==> src/rtl/balance_reader.sv <==
// balance_reader: snapshots a packed word of account balances from RAM, streams
// each balance over a valid/ready handshake with a changed-since-last-pass flag,
// and publishes the pass total together with a one-cycle done pulse.
module balance_reader #(
   parameter int NUM_ACCOUNTS = 6,
   parameter int BAL_WIDTH    = 8,
   parameter int SUM_WIDTH    = 11
) (
   input  logic                              clock,
   input  logic                              reset,
   input  logic                              start,
   input  logic [NUM_ACCOUNTS*BAL_WIDTH-1:0] memory_values,
   output logic                              busy,
   output logic                              out_valid,
   input  logic                              out_ready,
   output logic [2:0]                        out_index,
   output logic [BAL_WIDTH-1:0]              out_balance,
   output logic                              out_changed,
   output logic                              out_last,
   output logic [SUM_WIDTH-1:0]              total,
   output logic                              done
);

   localparam int WORD_W = NUM_ACCOUNTS * BAL_WIDTH;
   localparam logic [2:0] LAST_IDX = 3'(NUM_ACCOUNTS - 1);

   typedef enum logic [1:0] {
      S_IDLE,
      S_CAPTURE,
      S_EMIT,
      S_DONE
   } state_t;

   state_t                 r_state;
   state_t                 w_state_next;
   logic [WORD_W-1:0]      r_snap;
   logic [WORD_W-1:0]      r_prev;
   logic [2:0]             r_index;
   logic [SUM_WIDTH-1:0]   r_acc;
   logic [SUM_WIDTH-1:0]   r_total;
   logic [NUM_ACCOUNTS-1:0] w_diff;
   logic [BAL_WIDTH-1:0]   w_cur_bal;
   logic                   w_is_last;
   logic                   w_xfer;

   // Per-account comparison of the current snapshot against the previous pass.
   generate
      for (genvar gi = 0; gi < NUM_ACCOUNTS; gi++) begin : g_diff
         assign w_diff[gi] = r_snap[gi*BAL_WIDTH +: BAL_WIDTH] != r_prev[gi*BAL_WIDTH +: BAL_WIDTH];
      end
   endgenerate

   // Index never exceeds NUM_ACCOUNTS-1, so the slice stays inside the snapshot.
   assign w_cur_bal = r_snap[r_index*BAL_WIDTH +: BAL_WIDTH];
   assign w_is_last = (r_index == LAST_IDX);
   assign w_xfer    = (r_state == S_EMIT) && out_ready;

   // State register.
   always_ff @(posedge clock or posedge reset) begin
      if (reset) begin
         r_state <= S_IDLE;
      end else begin
         r_state <= w_state_next;
      end
   end

   // Next-state logic and state-decoded outputs; data outputs read zero outside EMIT.
   always_comb begin
      w_state_next = r_state;
      busy         = 1'b0;
      out_valid    = 1'b0;
      out_index    = 3'd0;
      out_balance  = '0;
      out_changed  = 1'b0;
      out_last     = 1'b0;
      done         = 1'b0;
      case (r_state)
         S_IDLE: begin
            if (start) begin
               w_state_next = S_CAPTURE;
            end
         end
         S_CAPTURE: begin
            busy         = 1'b1;
            w_state_next = S_EMIT;
         end
         S_EMIT: begin
            busy        = 1'b1;
            out_valid   = 1'b1;
            out_index   = r_index;
            out_balance = w_cur_bal;
            out_changed = w_diff[r_index];
            out_last    = w_is_last;
            if (out_ready && w_is_last) begin
               w_state_next = S_DONE;
            end
         end
         S_DONE: begin
            busy         = 1'b1;
            done         = 1'b1;
            w_state_next = S_IDLE;
         end
         default: begin
            w_state_next = S_IDLE;
         end
      endcase
   end

   // Snapshot capture, index/accumulator stepping, and end-of-pass commit.
   always_ff @(posedge clock or posedge reset) begin
      if (reset) begin
         r_snap  <= '0;
         r_prev  <= '0;
         r_index <= 3'd0;
         r_acc   <= '0;
         r_total <= '0;
      end else begin
         if (r_state == S_CAPTURE) begin
            r_snap  <= memory_values;
            r_index <= 3'd0;
            r_acc   <= '0;
         end
         if (w_xfer) begin
            r_acc <= r_acc + {{(SUM_WIDTH-BAL_WIDTH){1'b0}}, w_cur_bal};
            if (!w_is_last) begin
               r_index <= r_index + 3'd1;
            end
         end
         if (r_state == S_DONE) begin
            r_total <= r_acc;
            r_prev  <= r_snap;
         end
      end
   end

   assign total = r_total;

endmodule

==> config.mk <==
export PLATFORM = sky130hd
export DESIGN_NAME = balance_reader
export DESIGN_NICKNAME = d
export VERILOG_FILES = /design/src/rtl/balance_reader.sv
export SDC_FILE = /design/constraint.sdc
export NUM_CORES = 1
export LEC_CHECK = 0
export ABC_AREA = 1
export CORE_ASPECT_RATIO = 1.4
export CORE_MARGIN = 2
export CORE_UTILIZATION = 56
export DETAILED_ROUTE_END_ITERATION = 8
export PLACE_DENSITY = 0.91
export REMOVE_ABC_BUFFERS = 1
export SETUP_SLACK_MARGIN = 0.4
export SLEW_MARGIN = 25
export SYNTH_ARGS = -nofsm -noshare
export SYNTH_HDL_FRONTEND = slang
export SYNTH_SLANG_ARGS = --single-unit
==> constraint.sdc <==
create_clock -name clock -period 4.3 [get_ports clock]
set_input_delay 0.645 -clock clock [delete_from_list [all_inputs] [get_ports clock]]
set_output_delay 0.645 -clock clock [all_outputs]
set_load 0.02 [all_outputs]
After elaboration in Yosys (flattened, before gate mapping)
Index checks and enable logic that the tools add are counted.

Flip-flop bits (word level): 123. Bits in latches: 0. RAM bits: 0. Memory bits (read-only): 0. Input port bits: 52. Word-level logic and storage cells: 45. Memories kept: 0.

Add/subtract/negate cells: 2. Multipliers: 0. Divide/modulo/power cells: 0. Order comparisons: 1. Equality and inequality tests: 12. Shift operators: 1. Multiplexer cells: 17. Bitwise operators: 0. Reduce and logical (&&, ||, !) cells: 6.

Operators with widths (count): 8-bit != test (6); 48-bit by 7-bit variable part select with 8-bit output (1); 11-bit two-way mux (2); 3-bit two-way mux (4); 11-bit by 8-bit adder with 11-bit output (1); 8-bit two-way mux (1); 2-bit one-hot mux with 4 select lines (1); 1-bit two-way mux (6); 2-bit equality test (second input constant) (2); 3-bit by 4-bit less-than comparator with 1-bit output (second input constant) (1); 2-bit two-way mux (2); 3-bit by 1-bit adder with 3-bit output (second input constant) (1); 1-bit binary-select mux with 3-bit select (1); 3-bit equality test (second input constant) (1); 3-bit OR reduction (1); 2-bit by 1-bit equality test with 1-bit output (second input constant) (1); 1-bit logical AND (2); 2-bit logical NOT (1); 2-bit by 1-bit != test with 1-bit output (second input constant) (1); 2-bit != test (second input constant) (1); 2-bit AND reduction (1); 2-bit nonzero test (1).

Depth between registers and ports, before layout
Gate-level depths: netlist of the first run.

Depth in word-level cells: 4. Gate-level depth with buffers: 16.

Least setup slack after synthesis of the first run
OpenSTA, ideal clock, no wires.

Path kind: register -> register. Start point: reg r_index[0]. End point: reg r_acc[10]. Setup time: 113 ps. Arrival time: 2191 ps. Data required time: 4187 ps. Setup slack: 1996 ps. Cell stages (with the launch flop): 15. Period minus slack after synthesis: 2304 ps. Cells stage by stage: dfrtp_1 buf_4 buf_2 o211ai_1 nand2_1 ha_1 fa_1 nand2_1 o21ai_2 a21oi_2 o21bai_2 nand3_1 nand2_1 nand2_1 inv_1.

Word-level cells in the longest chain between the ends: 3.

RTL lines: start, declared (line 38) `logic [2:0] r_index;`; start signal, assigned (line 126) `r_index <= r_index + 3'd1;`; 48-bit by 7-bit variable part select with 8-bit output (line 54) `assign w_cur_bal = r_snap[r_index*BAL_WIDTH +: BAL_WIDTH];`; 11-bit by 8-bit adder with 11-bit output (line 124) `r_acc <= r_acc + {{(SUM_WIDTH-BAL_WIDTH){1'b0}}, w_cur_bal};`; 11-bit two-way mux (line 123) `if (w_xfer) begin`; end signal, assigned (line 124); end, declared (line 39) `logic [SUM_WIDTH-1:0] r_acc;`.

Every way passes these cells. A chain may end at the register's enable or synchronous reset.

Worst setup path in the final report of the first run
Start point: reg r_index[0]. End point: out out_balance[4].

Word-level cells in the longest chain between the ends: 2.

RTL lines: 48-bit by 7-bit variable part select with 8-bit output (line 54); 8-bit two-way mux (line 77) `case (r_state)`; end, declared (line 17) `output logic [BAL_WIDTH-1:0] out_balance,`.

Every way passes these cells.

==> results.ini, run 1 <==
[timing]
fin_crit_sh = 0.7854
skew_ns = 0.005654
slew_headroom = 0.3154
rsz0062_at_grt = no
worst_pin_slew_ns = 1.027
max_freq_mhz = 296.1
period_needed_ns = 3.377
finalSetupViolCount = 0
tns_ns = 0
slew_violations = 0
setup_ws_ns = 0.9230
final-hold-violation-count = 0

[floorplanning]
ios = 79
initial_core_util = 0.5741
core-area_um2 = 10870
dieHeight_um = 128.9
rows = 45
die_area_um2 = 12010
die_w_um = 93.21

[grt]
antenna_found_initial = 0
grtUsageTotal = 0.2744
grt_pass1_wl_mm = 25.42
overflow = 0
grt_start_max_net_pins = 107
grt_pass1_vias = 5268

[cts]
cts-root-buf = clkbuf_16
numClockSinks = 123
clockBufferDepth = 2
clkLatencyLatePin_ns = 0.42
cts_hold_buf = 0
htreeDepth = 4
clk_pin_slew_ns = 0.06
cts_tree = yes
cts_setup_buffers = 0
cts-buffers-inserted = 17
cts_resized = 0

[yosys]
synthSimpleGateAreaFrac = 0.1845
ys_warn_count = 0
synth-compound-area-share = 0.1598
ys_types = 31
yosysSeqAreaShare = 0.4934
synth_top_family_by_area = simple AND/OR/NAND/NOR gates
syn-cell-area_um2 = 6238
synth-xor-area-share = 0.02667
yosys_register_bits = 123
synthAdderAreaFrac = 0.03129
synth.avg_cell_area_um2 = 7.927
synth_cells = 787
synthMuxAreaShare = 0.01805

[power_and_ir_drop]
p_clk_frac = 0.218
comb_power_share = 0.456
p_seq_frac = 0.326
pwr_density_cell_nw_per_um2 = 858.2
internal_power_uw = 3746
p_sw_uw = 2875
leakage_uw = 0.003686
switching_share = 0.4342
peakVddDrop_v = 0.0003979

[route]
vias_per_cell = 5.510
ant_nets = 0
drt_wl_total_mm = 15.60
initialDrtViolationCount = 644
vias = 5554
drc_errors = 0
wire_per_inst_um = 15.48
firstDrtPassIters = 7

[setup_path]
cp_max_fo = 24
r2r_slack_ns = 1.34
reg2reg_depth = 16
r2r-start = r_index[0]
crit_arrival_ns = 2.73
required_ns = 3.65
r2r_end = r_acc[10]
setup.worst_path.end_class = primary output
critPathKind = reg2out
worst_setup_path_start_kind = register
critPathLaunch = r_index[0]

[placed_design]
port-buffer-count = 78
dp_hpwl_mm = 10.33
place.gp.congestion = 0.8727
dp_slack_ns = 1.423

[hold_path]
hp-class = reg2reg
min_path_cells = 1
hold_end = total[4]
hp-start = total[4]

[run]
drv_cap = 0

[layout]
antennaDiodeCount = 0
drive_above_1_share = 0.06228
area_growth_syn_to_layout_pct = 23.67
nNetsFinal = 923

[run_status]
status = completed

-- worst max-delay path, stage by stage, from the launching register on --
cell and delay [ns]:
dfrtp_1 0.57, buf_4 0.31, a21oi_1 0.20, o21ai_0 0.15, nand2_1 0.12, nand2_1 0.08
a21oi_1 0.24, clkdlybuf4s50_1 0.65
-- kinds of logic after synthesis --
group / after synthesis
AO/OA/AOI/OAI: 186
XOR/XNOR: 19
adder cells (fa/ha/maj): 15
buffers and inverters: 138
flip-flops: 123
multiplexers: 10
AND/OR/NAND/NOR: 296
-- area by class of cell --
class | count | area (um^2)
Fill cell | 764 | 3152
Sequential cell | 123 | 3078
Multi-Input combinational cell | 526 | 2638
Timing Repair Buffer | 82 | 823.3
Clock buffer | 19 | 452.9
Inverter | 106 | 400.4
Tap cell | 141 | 176.4
Clock inverter | 11 | 146.4
-- synth_stat cells --
cell type  count  area (um^2)
fa_1           1        20.02
nand2_1      229        859.6
ha_1          14        175.2
a22o_1         2        17.52
nand3_1       21        105.1
o211ai_1      10        75.07
o21bai_2       1        11.26
inv_2          2        7.510
clkbuf_1      19        71.32
and2_1         1        6.260
buf_1          1        3.750
a22oi_1        2        15.01
nor3_1         1        5.000
xnor2_1        7        61.31
nor2_1        40        150.1
o21ai_2        1        8.760
o22ai_1        3        18.77
nand4_1        3        18.77
nor2_2         1        6.260
inv_1        104        390.4
buf_2         10        50.05
a21oi_1       56        280.3
a21o_1         2        15.01
o21ai_0       99        495.5
buf_4          2        15.01
o21bai_1       1        7.510
dfrtp_1      123         3078
a21oi_2        2        17.52
o21ai_1        7        35.03
xor2_1        12        105.1
mux2_2        10        112.6
-- cell usage in the layout, fill, tap and decap left out, drive strengths merged --
master         count
a21oi             58
nand4              3
o211ai            10
nand2            229
and2               1
a21o               2
clkinvlp           5
xor2              12
a22oi              2
buf                4
bufinv             3
o21ai            107
clkdlybuf4s50     78
o21bai             2
xnor2              7
o22ai              3
a22o               2
nor3               1
ha                14
dfrtp            123
clkbuf            19
nor2              41
nand3             21
inv              106
clkinv             3
fa                 1
mux2              10
-- registers in the layout (all words and copies together) (netlist names) --
name,flops
r_acc,11
r_index,3
r_prev,48
r_snap,48
r_state,2
total,11
-- how the worst max path moves through the flow --
stage,end,slack (ns),cells past startpoint
after floorplan,r_acc[0],0.38,1
after global routing,out_balance[3],0.78,7
after global placement,out_balance[2],1.48,7
after CTS,out_balance[4],0.98,7
after detailed placement,out_balance[5],1.42,7
final,out_balance[4],0.92,7
-- power groups by stage --
stage / registers [uW] / clock network (uW) / logic, uW
final: 2160 / 1450 / 3020
after global routing: 2220 / 1500 / 3370
after CTS: 2140 / 1450 / 2990
after detailed placement: 2140 / 0 / 2900
after global placement: 2120 / 0 / 2800
after floorplan: 2080 / 0 / 2020
-- through the flow --
| stage | hold slack (ns) | instance area [um^2] | std cells | util | total power, uW |
|---|---|---|---|---|---|
| after CTS | 0.5116 | 7715 | 1008 | 0.7100 | 6583 |
| after global placement | 0.4783 | 7116 | 978 | 0.6548 | 4925 |
| after global routing | 0.5208 | 7715 | 1008 | 0.7100 | 7087 |
| after detailed placement | 0.4947 | 7116 | 978 | 0.6548 | 5045 |
| final | 0.5066 | 7715 | 1008 | 0.7100 | 6621 |
| after floorplan | 0.4746 | 6098 | 755 | - | 4101 |
-- metal layers --
layer  track usage  vias to the layer above  wire length, um
li1              -                     2639                -
met1        0.3362                     2611             6061
met2        0.4608                      239             7951
met3       0.04977                       65              917
met4        0.1479                        0              668
met5             0                        -                0
No activity file was read; power rests on OpenSTA's default activity.
==> run 2: changes to the inputs <==
Clock period 4.3 ns to 3.2 ns, I/O delays scaled along.
==> run 2 against run 1 <==
Against the previous run:
- count of clock-buffer cells in the layout unchanged
- sequential power up 34%
- clock skew up 0.0068 ns
- via count up 3.3%
- final cell count up 0.79%
- global-route usage up 0.73 points
- non-clock buffer count up 7
- critical path type unchanged
- critical path depth down 2
- combinational power up 38%
==> results.ini, run 2 (synthesis gave the netlist of run 1 again) <==
[setup_path]
critPathKind = reg2out
path_cells = buf_4 > ha_1 > nand2_1 > nor2_1 > clkdlybuf4s50_1
reg2reg_depth = 15  ; -1
crit_slowest_cell = clkdlybuf4s50_1
setup.worst_path.end_class = primary output
r2r_end = r_acc[10]
cp_max_fo = 14  ; -42%
slowest_delay_ns = 0.62  ; -0.03 ns
r2r_slack_ns = 0.51  ; -0.83 ns
required_ns = 2.72  ; -0.93 ns
worst_setup_path_start_kind = register
r2r-start = r_index[0]
crit_arrival_ns = 2.21  ; -0.52 ns

[timing]
period_needed_ns = 2.688
worst_pin_slew_ns = 0.7309  ; -0.2960 ns
tns_ns = 0  ; unchanged
max_freq_mhz = 372.0
skew_ns = 0.01246  ; +0.006811 ns
fin_crit_sh = 0.8401
finalSetupViolCount = 0  ; unchanged
holdWs_ns = 0.3693  ; -0.1374 ns
rsz0062_at_grt = no
final-hold-violation-count = 0  ; unchanged
slew_violations = 0  ; unchanged
slew_headroom = 0.5127  ; +0.1973

[route]
ant_nets = 0  ; unchanged
vias_per_cell = 5.650  ; +2.5%
wire_per_inst_um = 15.85  ; +2.4%
firstDrtPassIters = 9  ; +2
drc_errors = 0  ; unchanged
vias = 5740  ; +3.3%
drt_wl_total_mm = 16.10  ; +3.2%
initialDrtViolationCount = 604  ; -6.2%

[cts]
clkLatencyLatePin_ns = 0.43  ; about the same
clk_pin_slew_ns = 0.06  ; about the same
cts-buffers-inserted = 17  ; unchanged
htreeDepth = 4  ; unchanged
cts-root-buf = clkbuf_16
clockBufferDepth = 2  ; unchanged
numClockSinks = 123  ; unchanged
cts_tree = yes

[hold_path]
hp-class = in2async

[run_status]
status = completed

[floorplanning]
initial_core_util = 0.5741  ; unchanged
ios = 79  ; unchanged
rows = 45  ; unchanged
dieHeight_um = 128.9  ; unchanged
core-area_um2 = 10870  ; unchanged
die_area_um2 = 12010  ; unchanged
die_w_um = 93.21  ; unchanged

[grt]
grt_pass1_wl_mm = 25.99  ; +2.2%
overflow = 0  ; unchanged
antenna_found_initial = 0  ; unchanged
grtUsageTotal = 0.2817  ; +0.007314
grt_pass1_vias = 5476  ; +3.9%
grt_start_max_net_pins = 79  ; -26%

[power_and_ir_drop]
leakage_uw = 0.003808  ; +3.3%
pwr_density_cell_nw_per_um2 = 1150  ; +34%
peakVddDrop_v = 0.0006627  ; +67%

[layout]
antennaDiodeCount = 0  ; unchanged
nNetsFinal = 930  ; +0.76%
layout_common_cells = nand2_1 (229), dfrtp_1 (120), inv_1 (101)
area_growth_syn_to_layout_pct = 24.91
finalNonFillerCells = 1016  ; +0.79%
largestRegisters = r_prev (48), r_snap (48)
fin_area_um2 = 7792  ; +1.0%
final_util = 0.7171  ; +0.007138
drive_above_1_share = 0.07543  ; +0.01314
final_common_cell = nand2_1

[placed_design]
dp.cells = 980  ; +0.20%
placed_area_um2 = 7131  ; +0.21%
place.gp.congestion = 0.8763  ; +0.41%
port-buffer-count = 78  ; unchanged
dp_hpwl_mm = 10.30  ; -0.31%

[run]
drv_cap = 0  ; unchanged

## run 2: cell types whose count changed in the layout (fill, tap and decap cells not counted), moves of 2 or more
cell,before,now
clkbuf_8,2,0
dlymetal6s2s_1,0,6
dlygate4sd2_1,0,3
buf_4,3,8
clkinvlp_4,5,7
dfrtp_2,0,3
dfrtp_1,123,120
clkdlybuf4s50_1,78,69
clkbuf_1,0,2
inv_1,103,101
## run 2: through the flow
stage | total power (uW) | worst slack [ns]
final | 8959 | 0.5116
after global placement | 6642 | 0.6339
after CTS | 8841 | 0.3182
after detailed placement | 6799 | 0.5636
after floorplan | 5511 | -0.5509
after global routing | 9576 | 0.4049
## run 2: worst max path at each step
stage	startpoint	slack [ns]	depth (start not counted)	end
6_report	r_index[0]	0.51	5	out_last
5_1_grt	r_index[0]	0.40	15	r_acc[10]
4_1_cts	r_index[0]	0.32	10	out_changed
3_5_place_dp	r_index[0]	0.56	15	r_acc[10]
3_3_place_gp	r_index[0]	0.63	16	r_acc[10]
2_1_floorplan	reset	-0.55	1	r_acc[0]
## run 2: layout make-up
type,count,area [um^2]
flip-flops and latches,123,3082
fillers,740,3074
multi-input cells,526,2645
repair buffers,89,897.1
clock buffers,19,432.9
inverters,106,409.1
well taps,141,176.4
clock inverters,12,150.1
## run 2: repair_timing
action,4_1_cts,5_1_grt
buffers inserted,3,2
setup endpoints to repair,10,8
resized for setup,10,9
hold buffers,0,0
## run 2: worst max-delay path, delay by kind of cell, from the launching register on
kind | cells | cell delay, ns
adders and majority gates | 1 | 0.23
buffers and inverters | 2 | 0.85
DFF | 1 | 0.47
and+or+nand+nor | 2 | 0.22
## run 2: metal layers
| layer | share of wire | GRT usage |
|---|---|---|
| met1 | 0.38 | 0.3274 |
| met4 | 0.051 | 0.1635 |
| met2 | 0.50 | 0.4770 |
| met5 | 0 | 0 |
| met3 | 0.065 | 0.06440 |
## run 2: where the power goes
| group | switching (uW) | internal, uW | leakage [uW] | total (uW) |
|---|---|---|---|---|
| registers | 604 | 2290 | 0.00152 | 2890 |
| logic | 2630 | 1530 | 0.00203 | 4160 |
| clock network | 697 | 1210 | 0.000267 | 1910 |
